<file path="src/rtl/cfs_md_sink.sv">
// MD transfer responder: programmable wait states, offset/size legality check,
// and unpacking of legal payload bytes into a byte FIFO drained by a valid/ready stream.
module cfs_md_sink #(
    parameter  int ALGN_DATA_WIDTH = 32,
    parameter  int FIFO_DEPTH      = 16,
    localparam int NB = ALGN_DATA_WIDTH / 8,
    localparam int OW = (NB > 1) ? $clog2(NB) : 1,
    localparam int SW = $clog2(NB) + 1,
    localparam int FW = $clog2(FIFO_DEPTH + 1),
    localparam int PW = (FIFO_DEPTH > 1) ? $clog2(FIFO_DEPTH) : 1
) (
    input  logic                       i_clk,
    input  logic                       i_reset_n,
    input  logic                       i_md_valid,
    input  logic [ALGN_DATA_WIDTH-1:0] i_md_data,
    input  logic [OW-1:0]              i_md_offset,
    input  logic [SW-1:0]              i_md_size,
    output logic                       o_md_ready,
    output logic                       o_md_err,
    input  logic [3:0]                 i_cfg_wait,
    output logic                       o_out_valid,
    output logic [7:0]                 o_out_data,
    input  logic                       i_out_ready,
    output logic [FW-1:0]              o_fill_level,
    output logic [15:0]                o_cnt_ok,
    output logic [15:0]                o_cnt_err,
    output logic                       o_proto_err
);

    typedef enum logic [1:0] {S_IDLE, S_WAIT, S_RESP} state_t;

    state_t                     r_state;
    state_t                     w_state_nxt;
    logic [3:0]                 r_wcnt;
    logic                       r_legal;
    logic [ALGN_DATA_WIDTH-1:0] r_data;
    logic [OW-1:0]              r_offset;
    logic [SW-1:0]              r_size;
    logic                       r_md_ready;
    logic                       r_md_err;
    logic [15:0]                r_cnt_ok;
    logic [15:0]                r_cnt_err;
    logic                       r_proto_err;

    logic [7:0]                 r_mem [FIFO_DEPTH];
    logic [PW-1:0]              r_wr_ptr;
    logic [PW-1:0]              r_rd_ptr;
    logic [FW-1:0]              r_fill;

    logic                       w_legal;
    logic                       w_proto;
    logic [FW-1:0]              w_space;
    logic                       w_push;
    logic                       w_pop;
    logic [SW-1:0]              w_push_cnt;
    logic [ALGN_DATA_WIDTH-1:0] w_shift;
    logic [PW-1:0]              w_idx [NB];

    // Pointer advance with explicit wrap so FIFO_DEPTH need not be a power of two.
    function automatic logic [PW-1:0] f_wrap(input logic [PW-1:0] p, input logic [SW-1:0] k);
        logic [PW:0] s;
        s = {1'b0, p} + (PW+1)'(k);
        if (s >= (PW+1)'(FIFO_DEPTH)) s = s - (PW+1)'(FIFO_DEPTH);
        return s[PW-1:0];
    endfunction

    assign w_legal    = (i_md_size != '0) &&
                        ((SW+1)'(i_md_offset) + (SW+1)'(i_md_size) <= (SW+1)'(NB));
    assign w_space    = FW'(FIFO_DEPTH) - r_fill;
    assign w_push     = (r_state == S_RESP) && r_legal;
    assign w_pop      = (r_fill != '0) && i_out_ready;
    assign w_push_cnt = w_push ? r_size : '0;
    assign w_shift    = r_data >> {r_offset, 3'b000};

    always_comb begin
        // NOTE: every signal driven here gets a default first so no path leaves it unassigned (no latch).
        w_state_nxt = r_state;
        w_proto     = 1'b0;
        case (r_state)
            S_IDLE: if (i_md_valid) w_state_nxt = S_WAIT;
            S_WAIT: begin
                if (!i_md_valid) begin
                    w_proto     = 1'b1;
                    w_state_nxt = S_IDLE;
                end else if (r_wcnt == 4'd0 && (!r_legal || w_space >= FW'(r_size))) begin
                    w_state_nxt = S_RESP;
                end
            end
            S_RESP: w_state_nxt = S_IDLE;
            default: w_state_nxt = S_IDLE;
        endcase
    end

    always_comb begin
        for (int i = 0; i < NB; i++) w_idx[i] = f_wrap(r_wr_ptr, SW'(i));
    end

    // NOTE: sequential state uses non-blocking assignments so all flops update from pre-edge values.
    always_ff @(posedge i_clk) begin
        if (!i_reset_n) begin
            r_state     <= S_IDLE;
            r_wcnt      <= '0;
            r_legal     <= 1'b0;
            r_data      <= '0;
            r_offset    <= '0;
            r_size      <= '0;
            r_md_ready  <= 1'b0;
            r_md_err    <= 1'b0;
            r_cnt_ok    <= '0;
            r_cnt_err   <= '0;
            r_proto_err <= 1'b0;
            r_wr_ptr    <= '0;
            r_rd_ptr    <= '0;
            r_fill      <= '0;
        end else begin
            r_state    <= w_state_nxt;
            r_md_ready <= (w_state_nxt == S_RESP);
            r_md_err   <= (w_state_nxt == S_RESP) && !r_legal;
            if (r_state == S_IDLE && i_md_valid) begin
                r_wcnt   <= i_cfg_wait;
                r_legal  <= w_legal;
                r_data   <= i_md_data;
                r_offset <= i_md_offset;
                r_size   <= i_md_size;
            end
            if (r_state == S_WAIT && r_wcnt != 4'd0) r_wcnt <= r_wcnt - 4'd1;
            if (r_state == S_RESP) begin
                if (r_legal && r_cnt_ok != 16'hFFFF) r_cnt_ok <= r_cnt_ok + 16'd1;
                if (!r_legal && r_cnt_err != 16'hFFFF) r_cnt_err <= r_cnt_err + 16'd1;
            end
            if (w_proto) r_proto_err <= 1'b1;
            if (w_push) r_wr_ptr <= f_wrap(r_wr_ptr, r_size);
            if (w_pop) r_rd_ptr <= f_wrap(r_rd_ptr, SW'(1));
            r_fill <= r_fill + FW'(w_push_cnt) - FW'(w_pop);
        end
    end

    // NOTE: storage is not reset; out_data is masked while empty so stale contents never leak.
    always_ff @(posedge i_clk) begin
        for (int i = 0; i < NB; i++) begin
            if (w_push && SW'(i) < r_size) r_mem[w_idx[i]] <= w_shift[i*8 +: 8];
        end
    end

    assign o_md_ready   = r_md_ready;
    assign o_md_err     = r_md_err;
    assign o_out_valid  = (r_fill != '0);
    assign o_out_data   = (r_fill != '0) ? r_mem[r_rd_ptr] : 8'h00;
    assign o_fill_level = r_fill;
    assign o_cnt_ok     = r_cnt_ok;
    assign o_cnt_err    = r_cnt_err;
    assign o_proto_err  = r_proto_err;

endmodule

</file>
<file path="config.mk">
export PLATFORM = sky130hd
export DESIGN_NAME = cfs_md_sink
export DESIGN_NICKNAME = d
export VERILOG_FILES = /design/src/rtl/cfs_md_sink.sv
export SDC_FILE = /design/constraint.sdc
export NUM_CORES = 1
export LEC_CHECK = 0
export BUFFER_PORTS_ARGS = -buffer_cell sky130_fd_sc_hd__buf_2
export CAP_MARGIN = 30
export CORE_MARGIN = 5
export CORE_UTILIZATION = 62
export CTS_CLUSTER_DIAMETER = 80
export CTS_CLUSTER_SIZE = 25
export DETAILED_ROUTE_END_ITERATION = 8
export PLACE_DENSITY = 0.85
export REMOVE_ABC_BUFFERS = 1
export SLEW_MARGIN = 15
export SYNTH_ARGS = -nofsm -noshare
export SYNTH_HDL_FRONTEND = slang
export SYNTH_SLANG_ARGS = --single-unit
</file>
<file path="constraint.sdc">
create_clock -name i_clk -period 3.3 [get_ports i_clk]
set_input_delay 0.66 -clock i_clk [delete_from_list [all_inputs] [get_ports i_clk]]
set_output_delay 0.66 -clock i_clk [all_outputs]
set_load 0.05 [all_outputs]
</file>
==> impl_metrics.py <==
metrics = {
    "global_route": {
        "globalRouteMet2Util_pct": 52.9,
        "grt_overflow": 0,
        "grt_max_degree": 46,
        "grt_use_total_pct": 36.0,
        "grt_pass1_vias": 12200,
        "antenna_found_initial": 3,
        "grt-busiest-layer": "met2",
        "gr-usage-met3_pct": 11.7,
        "grt_pass1_wl_mm": 73.4,
        "met1_usage_pct": 47.7,
    },
    "power_and_ir_drop": {
        "clkPwrFrac_pct": 24.0,
        "vdd.ir_drop.worst_uv": 411,
        "p_sw_uw": 2430,
        "p_leak_uw": 0.00568,
        "internal-power_uw": 4680,
        "p_sw_share_pct": 34.2,
        "seq_power_share_pct": 44.8,
        "comb_power_share_pct": 31.3,
        "power_density_nw_per_um2": 454,
    },
    "logic_synthesis": {
        "yosysTopAreaCellShare_pct": 26.7,
        "synth_ff_type": "edfxtp_1",
        "synth.distinct_cells": 82,
        "ys_async_sr_fraction_pct": 0,
        "synth-seq-cells": 224,
        "ys_seq_area_share_pct": 40.1,
        "synth_area_per_cell_um2": 9.47,
        "yosysTopAreaCell": "edfxtp_1",
        "synth_edf_count": 128,
        "syn_inst": 1518,
        "yosys_warnings": 0,
        "synth_area_um2": 14400,
        "ys_top_cells_by_area": "edfxtp_1 (27%), dfxtp_1 (13%), mux4_2 (6.3%)",
    },
    "cts": {
        "cts_num_sinks": 224,
        "cts_hold_buf": 0,
        "clock_latency_ps": 490,
        "cts_made_buffers": 13,
        "cts_root_buffer": "clkbuf_16",
        "htree_levels": 1,
        "clkTransAtPathRegs_ps": 100,
        "clockBufferDepth": 3,
        "cts_tree": "yes",
        "cts_setup_buffers": 0,
    },
    "route": {
        "antenna_left": 0,
        "drt_iter0_markers": 2507,
        "dr_total_vias": 13400,
        "drt-total-wl_mm": 49.3,
        "drcViolationCount": 22,
        "via_per_inst": 7.15,
        "wl_per_cell_um": 26.3,
        "firstDrtPassIters": 9,
    },
    "hold_path": {
        "hp-start": "i_cfg_wait[0]",
        "hp-class": "input pin to flip-flop",
        "whs_path_depth": 3,
        "holdPathEnd": "r_wcnt[0]",
    },
    "place": {
        "place.detailed.hpwl_mm": 34.9,
        "gp_congestion": 1.04,
        "numPortBuffers": 93,
    },
    "worst_setup_path": {
        "r2r_start": "r_legal",
        "ff2ff_setup_slack_ps": 310,
        "r2r_cells": 6,
        "path_cells": "clkbuf_16, mux4_2, mux4_2, and2_1, buf_2",
        "crit_family": "multiplexers",
        "critPathSlowestCell": "mux4_2",
        "startpoint_type": "flip-flop",
        "path_buf_inv": 2,
        "max_stage_delay_ps": 530,
        "cp_max_fo": 13,
        "critPathMostFrequentCell": "mux4_2",
        "arrival_ps": 2590,
        "endpoint_kind": "primary output",
        "required_ps": 2640,
        "critical_path_class": "flip-flop to primary output",
        "r2r_end": "r_mem[0][6]",
    },
    "timing": {
        "slew_headroom_pct": 34.3,
        "max_freq_mhz": 307,
        "layout_min_cycle_time_ps": 3250,
        "finalHoldViolations": 0,
        "tns_ps": 0,
        "setup_viol": 0,
        "skew_ps": 19.4,
        "slew_violations": 0,
        "worst_pin_slew_ps": 984,
        "period_share_pct": 98.6,
    },
    "die": {
        "die_h_um": 162,
        "start_util_pct": 63.3,
        "rows": 55,
        "die-area_um2": 26300,
        "io_pins": 94,
        "core_area_um2": 22700,
        "die_w_um": 162,
    },
    "layout": {
        "utilization_pct": 69.0,
        "antenna_cells": 0,
        "drive_gt1_share_pct": 17.8,
        "fin_nets": 1651,
        "syn2layout_area_growth_pct": 8.98,
    },
    "status": {
        "status": "finished with violations",
        "violations": "DRC",
    },
    "run": {
        "max_cap_violations": 0,
    },
}
## logic make-up (layout without fill, tap and decap cells)
family | count (synthesis) | in the layout | synth area share (%)
AND/OR/NAND/NOR | 498 | 498 | 17.3
XOR/XNOR | 41 | 41 | 3.15
multiplexers | 103 | 103 | 10.7
buffers and inverters | 161 | 229 | 5.07
adder cells (fa/ha/maj) | 26 | 26 | 2.42
flip-flops | 224 | 224 | 40.1
AO/OA/AOI/OAI | 465 | 465 | 21.3
## worst min-delay path: cells and delay by family
family	cells	cell delay, ps
AND/OR/NAND/NOR	1	40
AO/OA/AOI/OAI	1	50
buffers and inverters	1	90
## stage by stage
stage                     cells  power (uW)  worst slack, ps  hold slack (ps)  area, um2
final                      1871        7110             45.8              392      15700
after CTS                  1867        7020             40.3              396      15600
after global placement     1845        5320              535              448      15200
after detailed placement   1846        5370              430              453      15200
after global routing       1871        7370            -11.7              396      15700
after floorplan            1385        4710             -230              432      13800
## area by class of cell
class	count	area (um2)
clock buffer	18	344
clock inverter	3	28.8
fill	1735	7040
inverter	28	105
multi-input combinational	1133	7890
sequential	224	5770
tap	285	357
timing repair buffer	180	1170
## flip-flops by register name, indices dropped and copies added (netlist names), named ones only
register / flops
r_mem: 128
r_data: 32
o_cnt_err: 16
o_cnt_ok: 16
o_fill_level: 5
r_rd_ptr: 4
r_wcnt: 4
r_wr_ptr: 4
r_size: 3
r_offset: 2
r_state: 2
o_md_err: 1
o_md_ready: 1
o_proto_err: 1
r_legal: 1
## synth_stat cells, types with 36 or more instances
master and n:
a211oi_1 86, a21oi_1 59, a221oi_1 36, buf_2 45
clkbuf_1 73, dfxtp_1 96, edfxtp_1 128, mux2i_1 63
mux4_2 40, nand2_1 127, nor2_1 157, nor3_1 56
o21ai_0 101, o22ai_1 90
## timing repair
item / in CTS / in global routing
resized for setup: 1 / 1
gates cloned: 0 / 1
setup endpoints to repair: 7 / 8
## how the worst max path moves through the flow
| stage | from | end | slack, ps | depth (start not counted) |
|---|---|---|---|---|
| after CTS | flip-flop | o_out_data[4] | 40 | 5 |
| after detailed placement | r_legal | r_mem[0][3] | 430 | 6 |
| after global placement | r_legal | r_mem[15][4] | 530 | 4 |
| final | flip-flop | o_out_data[5] | 50 | 5 |
| after global routing | flip-flop | o_out_data[5] | -10 | 5 |
| after floorplan | flip-flop | o_out_data[0] | -230 | 3 |
## routing by layer
metal  part of all wire, %  vias up  wire length (um)
li1                      -     5894                 -
met1                    36     6098             17500
met2                    41     1091             20400
met3                    15      295              7550
met4                   7.6        4              3740
met5                 0.087        -                43
## power groups by stage
stage               registers [uW]  clock network, uW  logic (uW)
floorplan                     3370                  0        1340
global placement              3230                  0        2090
detailed placement            3240                  0        2130
CTS                           3180               1690        2140
global route                  3210               1810        2360
finish                        3180               1700        2220
## layout by cell type (no fill, tap or decap), types with 40 or more instances in the layout
| cell | count |
|---|---|
| a211oi_1 | 86 |
| a21oi_1 | 59 |
| buf_2 | 95 |
| buf_4 | 80 |
| dfxtp_1 | 95 |
| edfxtp_1 | 128 |
| mux2i_1 | 63 |
| mux4_2 | 40 |
| nand2_1 | 127 |
| nor2_1 | 157 |
| nor3_1 | 56 |
| o21ai_0 | 101 |
| o22ai_1 | 90 |
(Power assumes the default switching activity.)
